`src/rtl/adc_scan_sequencer.sv`:
```
// ADC scan sequencer: time-shares the on-die ADC across up to eight sense
// sources, visiting enabled sources round-robin and emitting one averaged
// result (2^AVG_LOG2 conversions) per visit.
//
// Handshakes:
//   ADC side   - adc_req is a one-cycle request pulse. Exactly one conversion is
//                in flight per pulse. It completes on the rising edge of the
//                adc_rdy level, and adc_value is captured on the cycle that edge
//                is seen. Edges that arrive while no request is outstanding are
//                ignored.
//   Result     - result_valid is a one-cycle push with no back-pressure.
//                result_chan and result_data are qualified by it and hold until
//                the next push.
module adc_scan_sequencer #(
   parameter int unsigned AVG_LOG2       = 2,
   parameter int unsigned SETTLE_CYCLES  = 32,
   parameter int unsigned TIMEOUT_CYCLES = 8192,
   parameter logic        ADC_MODE       = 1'b1
) (
   input  logic        clk,
   input  logic        rst,
   input  logic        enable,
   input  logic [7:0]  chan_mask,
   output logic        adc_en,
   output logic        adc_req,
   output logic [2:0]  adc_vsenctl,
   output logic        adc_mode,
   input  logic        adc_rdy,
   input  logic [13:0] adc_value,
   output logic        result_valid,
   output logic [2:0]  result_chan,
   output logic [13:0] result_data,
   output logic        busy,
   output logic        timeout_err
);

   localparam int          ACC_W        = 14 + AVG_LOG2;
   localparam logic [4:0]  AVG_N        = 5'(1 << AVG_LOG2);
   localparam logic [15:0] SETTLE_LAST  = 16'(SETTLE_CYCLES - 1);
   localparam logic [15:0] TIMEOUT_LAST = 16'(TIMEOUT_CYCLES - 1);

   typedef enum logic [2:0] {
      S_IDLE   = 3'd0,
      S_SELECT = 3'd1,
      S_SETTLE = 3'd2,
      S_REQ    = 3'd3,
      S_WAIT   = 3'd4,
      S_ACCUM  = 3'd5,
      S_OUTPUT = 3'd6
   } state_t;

   state_t             state_q, state_d;
   logic [2:0]         last_chan_q, last_chan_d;
   logic [2:0]         vsenctl_q, vsenctl_d;
   logic [ACC_W-1:0]   acc_q, acc_d;
   logic [4:0]         sample_cnt_q, sample_cnt_d;
   logic [15:0]        settle_cnt_q, settle_cnt_d;
   logic [15:0]        tmo_cnt_q, tmo_cnt_d;
   logic               adc_rdy_q, adc_rdy_d;
   logic               timeout_err_q, timeout_err_d;
   logic               result_valid_q, result_valid_d;
   logic [2:0]         result_chan_q, result_chan_d;
   logic [13:0]        result_data_q, result_data_d;

   logic               rdy_rise;
   logic [2:0]         next_chan;
   logic [2:0]         cand;
   logic               next_found;

   assign rdy_rise = adc_rdy & ~adc_rdy_q;

   // Round-robin pick: first enabled source after last_chan, wrapping 7->0.
   // The eighth candidate is last_chan itself, so a lone enabled source is
   // picked again.
   always_comb begin
      next_chan  = last_chan_q;
      next_found = 1'b0;
      cand       = 3'd0;
      for (int i = 1; i <= 8; i++) begin
         cand = last_chan_q + 3'(i);
         if (!next_found && chan_mask[cand]) begin
            next_chan  = cand;
            next_found = 1'b1;
         end
      end
   end

   // Next-state and datapath updates for the scan FSM.
   always_comb begin
      state_d        = state_q;
      last_chan_d    = last_chan_q;
      vsenctl_d      = vsenctl_q;
      acc_d          = acc_q;
      sample_cnt_d   = sample_cnt_q;
      settle_cnt_d   = settle_cnt_q;
      tmo_cnt_d      = tmo_cnt_q;
      adc_rdy_d      = adc_rdy;
      timeout_err_d  = timeout_err_q;
      result_valid_d = 1'b0;
      result_chan_d  = result_chan_q;
      result_data_d  = result_data_q;

      case (state_q)
         S_IDLE: begin
            if (enable && (chan_mask != 8'd0)) begin
               state_d = S_SELECT;
            end
         end

         S_SELECT: begin
            if (!enable || (chan_mask == 8'd0)) begin
               state_d = S_IDLE;
            end else begin
               vsenctl_d    = next_chan;
               last_chan_d  = next_chan;
               acc_d        = '0;
               sample_cnt_d = 5'd0;
               settle_cnt_d = 16'd0;
               state_d      = S_SETTLE;
            end
         end

         // Settling happens once per visit; later samples skip straight to REQ.
         S_SETTLE: begin
            if (!enable) begin
               state_d = S_IDLE;
            end else if (settle_cnt_q == SETTLE_LAST) begin
               state_d = S_REQ;
            end else begin
               settle_cnt_d = settle_cnt_q + 16'd1;
            end
         end

         // A request already committed to is carried through even if enable
         // drops; the decision to stop is taken in ACCUM or on timeout.
         S_REQ: begin
            tmo_cnt_d = 16'd0;
            state_d   = S_WAIT;
         end

         // A ready edge beats a timeout landing on the same cycle.
         S_WAIT: begin
            if (rdy_rise) begin
               acc_d   = acc_q + ACC_W'(adc_value);
               state_d = S_ACCUM;
            end else if (tmo_cnt_q == TIMEOUT_LAST) begin
               timeout_err_d = 1'b1;
               state_d       = enable ? S_SELECT : S_IDLE;
            end else begin
               tmo_cnt_d = tmo_cnt_q + 16'd1;
            end
         end

         S_ACCUM: begin
            sample_cnt_d = sample_cnt_q + 5'd1;
            if (!enable) begin
               state_d = S_IDLE;
            end else if (sample_cnt_d == AVG_N) begin
               state_d = S_OUTPUT;
            end else begin
               state_d = S_REQ;
            end
         end

         S_OUTPUT: begin
            result_valid_d = 1'b1;
            result_chan_d  = vsenctl_q;
            result_data_d  = 14'(acc_q >> AVG_LOG2);
            state_d        = enable ? S_SELECT : S_IDLE;
         end

         default: begin
            state_d = S_IDLE;
         end
      endcase
   end

   // State and datapath registers; last_chan starts at 7 so the first scan
   // begins with source 0.
   always_ff @(posedge clk or posedge rst) begin
      if (rst) begin
         state_q        <= S_IDLE;
         last_chan_q    <= 3'd7;
         vsenctl_q      <= 3'd0;
         acc_q          <= '0;
         sample_cnt_q   <= 5'd0;
         settle_cnt_q   <= 16'd0;
         tmo_cnt_q      <= 16'd0;
         adc_rdy_q      <= 1'b0;
         timeout_err_q  <= 1'b0;
         result_valid_q <= 1'b0;
         result_chan_q  <= 3'd0;
         result_data_q  <= 14'd0;
      end else begin
         state_q        <= state_d;
         last_chan_q    <= last_chan_d;
         vsenctl_q      <= vsenctl_d;
         acc_q          <= acc_d;
         sample_cnt_q   <= sample_cnt_d;
         settle_cnt_q   <= settle_cnt_d;
         tmo_cnt_q      <= tmo_cnt_d;
         adc_rdy_q      <= adc_rdy_d;
         timeout_err_q  <= timeout_err_d;
         result_valid_q <= result_valid_d;
         result_chan_q  <= result_chan_d;
         result_data_q  <= result_data_d;
      end
   end

   assign adc_en       = (state_q != S_IDLE);
   assign busy         = (state_q != S_IDLE);
   assign adc_req      = (state_q == S_REQ);
   assign adc_vsenctl  = vsenctl_q;
   assign adc_mode     = ADC_MODE;
   assign result_valid = result_valid_q;
   assign result_chan  = result_chan_q;
   assign result_data  = result_data_q;
   assign timeout_err  = timeout_err_q;

endmodule

```
`config.mk`:
```
export PLATFORM = sky130hd
export DESIGN_NAME = adc_scan_sequencer
export DESIGN_NICKNAME = d
export VERILOG_FILES = /design/src/rtl/adc_scan_sequencer.sv
export SDC_FILE = /design/constraint.sdc
export NUM_CORES = 1
export LEC_CHECK = 0
export ABC_AREA = 1
export BUFFER_PORTS_ARGS = -buffer_cell sky130_fd_sc_hd__buf_2
export CAP_MARGIN = 20
export CELL_PAD_IN_SITES_DETAIL_PLACEMENT = 1
export CELL_PAD_IN_SITES_GLOBAL_PLACEMENT = 2
export CORE_MARGIN = 5
export CORE_UTILIZATION = 35
export CTS_CLUSTER_DIAMETER = 60
export CTS_CLUSTER_SIZE = 40
export DETAILED_ROUTE_END_ITERATION = 10
export PLACE_DENSITY_LB_ADDON = 0.1
export REMOVE_ABC_BUFFERS = 1
export SETUP_SLACK_MARGIN = 0.15
export SLEW_MARGIN = 20
export SYNTH_ARGS = -nofsm -noshare
export SYNTH_HDL_FRONTEND = slang
export SYNTH_SLANG_ARGS = --single-unit
```
`constraint.sdc`:
```
create_clock -name clk -period 2.7 [get_ports clk]
set_input_delay 0 -clock clk [delete_from_list [all_inputs] [get_ports clk]]
set_output_delay 0 -clock clk [all_outputs]
set_load 0.02 [all_outputs]
```
==> results.cfg, run 1 <==
[status]
status = finished clean

[logic_synthesis]
synthXorXnorAreaFrac_pct = 3.15
synthTopCellsByCount = nand2_1, inv_1, dfrtp_1
async_flop_share_pct = 100
synthCells = 692
muxShareOfSynthArea_pct = 0
synth-edff-count = 0
synth-seq-cells = 82
synth_top_family_by_area = simple AND/OR/NAND/NOR gates
synth_compound_area_share_pct = 12.0
synth_top_area_cell = dfrtp_1
yosys.area_share.simple_pct = 31.4
yosysUniqueCellTypes = 50
synth.most_common_cell = nand2_1
synth_area_sq_um = 5240
yosysWarnings = 0
synthTopCellsByArea = dfrtp_1, nand2_1, inv_1
synth-main-ff-cell = dfrtp_1
postSynthAreaPerCell_sq_um = 7.57
synth_top_area_share_pct = 37.7
synth_fa_ha_area_share_pct = 4.92
yosysSeqAreaShare_pct = 39.2

[power]
p_sw_share_pct = 46.8
seqPwrFrac_pct = 27.7
p_int_uw = 3490
powerDensity_nw_per_um2 = 1080
ir_worst_vdd_v = 0.000370
clock_power_share_pct = 19.4
leakage_uw = 0.00303
power_uw = 6550
p_sw_uw = 3070
p_comb_share_pct = 52.9

[sta]
period_share_pct = 88.4
grt_setup_unrepaired = false
setup_viol = 0
finalSetupTns_ns = 0
setup_slack_ns = 0.313
max_clock_freq_mhz = 419
final.setup_skew_ns = 0.00972
relSlewSlack_pct = 39.8
slew_violations = 0
worst_slew_pin_slew_ns = 0.902
hold_violations = 0
period_needed_ns = 2.39

[clock_tree]
numCtsBuffers = 9
clock_latency_ns = 0.34
clock-sinks = 82
postCtsSetupBuffers = 0
root_buffer = clkbuf_16
htree_levels = 3
cts_tree = done
cts_max_path_buffers = 2
clkTransAtPathRegs_ns = 0.06

[critical_path]
crit_fanout = 6
crit_chain = inv_1 -> ha_2 -> nand3_1 -> nand3_1 -> and2_2 -> nand4_1 -> nor2_2 -> nand2_1 -> nand2_1 -> inv_1 -> nand2_1 -> nand2_1 -> nand2_1 -> nand2_1
slowest_delay_ns = 0.53
crit_path_start_kind = flip-flop
required_ns = 2.93
end_kind = flip-flop
arrival_ns = 2.62
cp_slowest_cell = dfstp_2
cpMostUsedCell = nand2_1
path_class = flip-flop to flip-flop
rrSetupSlack_ns = 0.31

[route]
routed_wl_mm = 14.7
dr.pass1.iters = 5
routedWlPerCell_um = 15.6
vias = 4778
drt-vias-per-instance = 5.08
ant_nets = 0
drc_errors = 0
drt_iter0_drc = 140

[global_routing]
grt_overflow = 0
grt_max_degree = 51
grt_pass1_vias = 5218
globalRouteTotalUtil_pct = 17.3
grt_pass1_wl_mm = 25.1
antenna_found_initial = 0

[final_layout]
area_delta_synth_final_pct = 15.9
nets = 799
fin_cells = 941
drive_above_1_share_pct = 16.5
antennaDiodeCount = 0
final_util_pct = 41.6

[job]
cap_violations = 0

[floorplanning]
coreArea_sq_um = 14600
row_count = 44
dieArea_sq_um = 17500
die_y_um = 132
die_w_um = 132
ios = 52
initial_core_util_pct = 35.9

[place]
portBuffers = 50
dp_slack_ns = 0.0380
dp_hpwl_mm = 11.3
gp_congestion = 0.812
dp_cells = 922

[worst_hold_path]
hold_class = input pin to flip-flop
==> power groups by stage <==
stage               Clock [uW]  Combinational (uW)  Sequential, uW
global route              1380                3900            1860
finish                    1270                3460            1820
global placement             0                3380            1820
CTS                       1320                3490            1820
detailed placement           0                3460            1830
floorplan                    0                2280            2000
==> sequential cells by signal, indices dropped and copies added, names as in the netlist <==
| signal | cells |
|---|---|
| tmo_cnt_q | 16 |
| adc_rdy_q | 1 |
| acc_q | 16 |
| timeout_err | 1 |
| result_chan | 3 |
| result_valid | 1 |
| settle_cnt_q | 16 |
| result_data | 14 |
| state_q | 3 |
| adc_vsenctl | 3 |
| last_chan_q | 3 |
| sample_cnt_q | 5 |
==> cell usage in the layout (no fill, tap or decap), drive strengths merged, types with 19 or more instances in the layout <==
cell	count
a21oi	30
buf	62
dfrtp	79
ha	19
inv	99
nand2	178
nand3	65
nor2	47
nor3	25
o21ai	51
==> routing by layer <==
layer  up-vias  track usage (%)  share of wire, %  wire length, um
met4         0             4.81               1.7              244
li1       2401                -                 -                -
met3        22             3.51               2.7              399
met5         -                0                 0                0
met2        53             29.2                47             6890
met1      2302             22.4                49             7150
==> metrics by stage <==
step / hold slack [ns] / instance area (sq um)
after floorplan: 0.0314 / 5130
after global placement: 0.0965 / 5720
after detailed placement: 0.100 / 5720
after CTS: 0.0785 / 6060
after global routing: 0.0912 / 6070
final: 0.0911 / 6070
==> worst paths after layout <==
kind,startpoint,endpoint,depth (start not counted)
max,last_chan_q[1]$_DFFE_PP1P_,adc_vsenctl[1]$_DFFE_PP0P_,14
min,adc_value[1],acc_q[1]$_DFFE_PP0P_,4
max reg2reg,last_chan_q[1]$_DFFE_PP1P_,adc_vsenctl[1]$_DFFE_PP0P_,14
min reg2reg,result_chan[1]$_DFFE_PP0P_,result_chan[1]$_DFFE_PP0P_,2
max in group asynchronous,rst,last_chan_q[1]$_DFFE_PP1P_,4
min in group asynchronous,rst,settle_cnt_q[7]$_DFFE_PP0P_,3
==> cell type report <==
class	count	area, sq um
Clock buffer	11	253
Clock inverter	4	51.3
Fill cell	1842	8520
Inverter	101	385
Multi-Input combinational cell	493	2700
Sequential cell	82	2060
Tap cell	184	230
Timing Repair Buffer	66	393
==> cells by family after synthesis <==
| logic type | Yosys count |
|---|---|
| buffers and inverters | 117 |
| adder cells (fa/ha/maj) | 20 |
| other | 1 |
| AND/OR/NAND/NOR | 343 |
| XOR/XNOR | 18 |
| AO/OA/AOI/OAI | 111 |
| flip-flops | 82 |
==> worst max-delay path, delay by kind of cell, from the launching register on <==
family | cells | cell delay (ns)
buf+inv | 2 | 0.17
fa+ha+maj | 1 | 0.43
simple gates | 11 | 1.15
flops | 1 | 0.53
==> what timing repair did <==
| action | CTS | global route |
|---|---|---|
| hold endpoints to repair | 35 | 0 |
| resized for setup | 1 | 3 |
| setup endpoints to repair | 4 | 5 |
| hold buffers | 4 | 0 |
(Power assumes the default switching activity.)
==> inputs of run 2 (changes only) <==
Settings changed: BUFFER_PORTS_ARGS -buffer_cell sky130_fd_sc_hd__buf_2 to -buffer_cell sky130_fd_sc_hd__buf_4.
==> run 2 against run 1 <==
Die area did not move; clock-buffer cell count rose by 1; hold slack got worse by 0.031 ns; maximum frequency rose by 0.94%; register-to-register slack improved by 0.02 ns.
==> results.cfg, run 2 (same netlist as run 1, synthesis figures left out) <==
[sta]
period_needed_ns = 2.36
period_share_pct = 87.6
max_clock_freq_mhz = 423
hold_violations = 0
finalSetupTns_ns = 0
holdWs_ns = 0.0598
relSlewSlack_pct = 39.4
slew_violations = 0
final.setup_skew_ns = 0.00904
setup_viol = 0
setup_slack_ns = 0.335
grt_setup_unrepaired = false
worst_slew_pin_slew_ns = 0.908

[power]
powerDensity_nw_per_um2 = 1090
leakage_uw = 0.00307
ir_worst_vdd_v = 0.000593

[critical_path]
crit_path_start = last_chan_q[1]$_DFFE_PP1P_
crit_fanout = 8
timing.rr.start = last_chan_q[1]$_DFFE_PP1P_
path_class = flip-flop to flip-flop
arrival_ns = 2.59
crit_path_start_kind = flip-flop
required_ns = 2.93
end_kind = flip-flop

[final_layout]
antennaDiodeCount = 0
area_delta_synth_final_pct = 18.8
nFillCells = 1796
top_regs = acc_q (16), settle_cnt_q (16), tmo_cnt_q (16)
nets = 801
final_util_pct = 42.7
drive_above_1_share_pct = 16.7
final_common_cell = nand2_1
final_cell_mix = nand2_1, inv_1, dfrtp_1

[worst_hold_path]
holdCritStartpoint = adc_value[1]
hold_class = input pin to flip-flop

[clock_tree]
cts_max_path_buffers = 2
clock-sinks = 82
clock_latency_ns = 0.34
cts_tree = done
clkTransAtPathRegs_ns = 0.06
postCtsSetupBuffers = 0
htree_levels = 3
numCtsBuffers = 9
root_buffer = clkbuf_16

[floorplanning]
row_count = 44
dieArea_sq_um = 17500
die_y_um = 132
coreArea_sq_um = 14600
ios = 52
die_w_um = 132
initial_core_util_pct = 35.9

[global_routing]
globalRouteTotalUtil_pct = 17.3
grt_max_degree = 33
grt_pass1_wl_mm = 25.5
grt_overflow = 0
grt_pass1_vias = 5281
antenna_found_initial = 0

[place]
dp_hpwl_mm = 11.5
gp_congestion = 0.828
portBuffers = 50
dp_slack_ns = 0.0984

[status]
status = finished clean

[route]
dr.pass1.iters = 4
drc_errors = 0
drt_iter0_drc = 202
drt-vias-per-instance = 5.11
routed_wl_mm = 14.7
routedWlPerCell_um = 15.6
ant_nets = 0
vias = 4822

[job]
cap_violations = 0
[run 2: final timing paths]
| check | to | slack [ns] | cells after the start |
|---|---|---|---|
| setup reg to reg | adc_vsenctl[1]$_DFFE_PP0P_ | 0.34 | 16 |
| setup / recovery | adc_vsenctl[1]$_DFFE_PP0P_ | 0.34 | 16 |
| hold reg to reg | result_chan[0]$_DFFE_PP0P_ | 0.49 | 2 |
| hold / removal | acc_q[1]$_DFFE_PP0P_ | 0.06 | 4 |
| max in group asynchronous | last_chan_q[0]$_DFFE_PP1P_ | 1.65 | 4 |
| min in group asynchronous | settle_cnt_q[2]$_DFFE_PP0P_ | 0.25 | 3 |
[run 2: where the power goes]
group          switching, uW  leakage, uW  internal [uW]  total (uW)
Clock                    513     0.000155            861        1370
Sequential               244      0.00110           1570        1820
Combinational           2320      0.00181           1250        3580
Total                   3080      0.00307           3690        6770
[run 2: stage by stage]
stage / total power, uW / instance area [sq um] / cells
after floorplan: 4280 / 5130 / 676
after global placement: 5290 / 5850 / 924
after CTS: 6830 / 6220 / 944
after global routing: 7360 / 6230 / 944
after detailed placement: 5410 / 5850 / 924
final: 6770 / 6230 / 944
[run 2: layer usage]
layer  part of all wire (%)  track usage (%)  up-vias
met5                      0                0        -
met4                    1.5             5.32        0
met3                    2.6             2.71       14
met2                     48             29.3       56
met1                     48             22.7     2342
li1                       -                -     2410
[run 2: repair_timing]
item,4_1_cts,5_1_grt
hold endpoints to repair,33,0
hold buffers,4,0
resized for setup,1,3
setup endpoints to repair,3,6
[run 2: area by class of cell]
class | count | area [sq um] | area share (%)
Clock buffer | 12 | 256 | 4.12
Clock inverter | 4 | 75.1 | 1.21
Inverter | 101 | 385 | 6.19
Multi-Input combinational cell | 493 | 2700 | 43.4
Sequential cell | 82 | 2060 | 33.0
Tap cell | 184 | 230 | 3.70
Timing Repair Buffer | 68 | 520 | 8.36
[run 2: critical path, cell delays in order (launching register included)]
cell and delay, ns:
dfstp_2 0.53, inv_1 0.12, ha_2 0.35, inv_4 0.12, nand3_1 0.11, nand2_1 0.12, nand2_2 0.08, nand2_4 0.08
nand3_4 0.08, nor2_4 0.13, nand4_2 0.16, nand2_1 0.11, inv_1 0.04, nand2_1 0.06, nand2_1 0.05, nand2_1 0.08
nand2_1 0.05
==> inputs of run 3 (changes only) <==
Settings changed: ABC_AREA 1 to 0, CORE_UTILIZATION 35 to 37.
==> run 3 against run 2 <==
The run now ends with negative setup slack left; critical endpoint is now adc_vsenctl[2]$_DFFE_PP0P_; flip-flop and latch count is the same; die area is 5.0% lower; maximum frequency down 14%; clock power fell by 15%; clock-buffer cell count fell by 1; final cell count is 9.6% lower; wire length grew 1.1%; critical path depth down 6.
==> results.cfg, run 3 <==
[place]
dp_hpwl_mm = 10.5
place_area_sq_um = 6070
portBuffers = 50
gp_congestion = 0.820

[route]
drc_errors = 0
dr.pass1.iters = 4
highest-signal-layer = met4
vias = 4663
routed_wl_mm = 14.9
m1WireLength_mm = 6.59
drt_iter0_drc = 217
routedWlPerCell_um = 17.4
wl_met3_um = 512
drt-vias-per-instance = 5.47
ant_nets = 0
wl_met2_mm = 7.58

[critical_path]
end_kind = flip-flop
arrival_ns = 2.98
path_class = flip-flop to flip-flop
crit_path_start_kind = flip-flop
crit_fanout = 6
required_ns = 2.93

[sta]
hold_violations = 0
period_needed_ns = 2.75
finalSetupTns_ns = -0.0626
setup_slack_ns = -0.0484
grt_setup_unrepaired = true
final.setup_skew_ns = 0.00388
period_share_pct = 102
setup_viol = 2
slew_violations = 0
worst_slew_pin_slew_ns = 0.804
max_clock_freq_mhz = 364
holdWs_ns = 0.0795
relSlewSlack_pct = 46.4

[logic_synthesis]
async_flop_share_pct = 100
synthTopCellsByCount = nand2_1, dfrtp_1, nor2_1
synth_top_area_share_pct = 37.7
yosysUniqueCellTypes = 67
synth_area_sq_um = 5240
synthTopCellsByArea = dfrtp_1, nand2_1, mux4_2
yosysSeqAreaShare_pct = 39.2
yosysWarnings = 0
synth-edff-count = 0
synth-seq-cells = 82
synth.most_common_cell = nand2_1
synth-main-ff-cell = dfrtp_1
synth_top_area_cell = dfrtp_1
postSynthAreaPerCell_sq_um = 9.19
synthCells = 570

[clock_tree]
clock-sinks = 82
cts_max_path_buffers = 2
clock_latency_ns = 0.34
clkTransAtPathRegs_ns = 0.06
htree_levels = 3
numCtsBuffers = 9
cts_tree = done
root_buffer = clkbuf_16

[final_layout]
register_area_sq_um = 2060
drive_above_1_share_pct = 28.0
final_area_sq_um = 6750
area_delta_synth_final_pct = 28.9
nFillCells = 1558
multi_input_area_sq_um = 3270
final_cell_mix = nand2_1, buf_4, dfrtp_1
top_regs = acc_q (16), settle_cnt_q (16), tmo_cnt_q (16)
final_common_cell = nand2_1
nets = 714

[global_routing]
grt_pass1_vias = 4935
grt_max_degree = 44
grt_overflow = 0
antenna_found_initial = 0
globalRouteTotalUtil_pct = 18.5
grt_pass1_wl_mm = 24.7

[power]
ir_worst_vdd_v = 0.000485
powerDensity_nw_per_um2 = 1120
leakage_uw = 0.00306
power_uw = 7540

[floorplanning]
die_y_um = 129
dieArea_sq_um = 16600
ios = 52
initial_core_util_pct = 37.8
die_w_um = 129
coreArea_sq_um = 13900
row_count = 43

[status]
violations = negative setup slack
status = finished, violations left

[worst_hold_path]
hold_class = input pin to flip-flop

[job]
cap_violations = 0
## run 3: cells by family (layout without fill, tap and decap cells)
| group | after synthesis | in the layout | share of synthesized area, % |
|---|---|---|---|
| and+or+nand+nor | 261 | 261 | 24.1 |
| AOI/OAI and AO/OA | 111 | 111 | 13.6 |
| DFF | 82 | 82 | 39.2 |
| xor gates and xnor gates | 37 | 37 | 6.18 |
| buffers and inverters | 31 | 133 | 2.48 |
| muxes | 27 | 27 | 9.36 |
| adders and majority gates | 20 | 20 | 4.92 |
| other | 1 | 2 | 0.0716 |
## run 3: worst max-delay path, stage by stage (launching register included)
cell and delay, ns:
dfstp_2 0.53, inv_1 0.08, ha_4 0.31, buf_6 0.13, mux4_2 0.34, nor2b_4 0.15, or4_4 0.47, a41oi_2 0.20
a22oi_2 0.13, a21oi_2 0.22, nor3_2 0.06
## run 3: final timing paths
path,depth (start not counted),start,slack (ns),end
setup reg to reg,10,last_chan_q[1]$_DFFE_PP1P_,-0.05,adc_vsenctl[2]$_DFFE_PP0P_
max in group asynchronous,4,rst,1.64,last_chan_q[2]$_DFFE_PP1P_
setup / recovery,10,last_chan_q[1]$_DFFE_PP1P_,-0.05,adc_vsenctl[2]$_DFFE_PP0P_
hold / removal,4,adc_value[1],0.08,acc_q[1]$_DFFE_PP0P_
min in group asynchronous,3,rst,0.37,settle_cnt_q[3]$_DFFE_PP0P_
hold reg to reg,2,result_data[9]$_DFFE_PP0P_,0.47,result_data[9]$_DFFE_PP0P_
## run 3: metrics by stage
| stage | std cells | util, % | setup WS [ns] |
|---|---|---|---|
| floorplan | 548 | - | -0.664 |
| global placement | 820 | 43.8 | -0.147 |
| detailed placement | 820 | 43.8 | -0.343 |
| CTS | 850 | 47.7 | -0.0366 |
| global route | 852 | 48.6 | -0.138 |
| finish | 853 | 48.7 | -0.0484 |
## run 3: layout make-up
| type | instances | share of cell area, % |
|---|---|---|
| Antenna cell | 1 | 0.0371 |
| Multi-Input combinational cell | 457 | 48.5 |
| Inverter | 9 | 0.556 |
| Clock buffer | 11 | 3.74 |
| Clock inverter | 4 | 0.408 |
| Timing Repair Buffer | 109 | 13.0 |
| Sequential cell | 82 | 30.5 |
| Tap cell | 180 | 3.33 |
## run 3: metal layers
layer | global-route usage, % | vias up
met5 | 0 | -
met4 | 5.50 | 0
met3 | 4.03 | 16
met2 | 32.5 | 68
met1 | 22.8 | 2335
li1 | - | 2244
## run 3: power by group
| part | switching [uW] | internal, uW | total [uW] |
|---|---|---|---|
| clock | 492 | 666 | 1160 |
| sequential | 249 | 1520 | 1770 |
| combinational | 2360 | 2260 | 4610 |
| total | 3100 | 4440 | 7540 |
## run 3: timing repair
action                                  in CTS  in global routing
hold buffers                                 4                  0
setup buffers                               11                  2
hold endpoints to repair                    43                  0
resized for setup                           29                 24
endpoints found under the setup margin       6                 11
pin swaps                                   16                 15
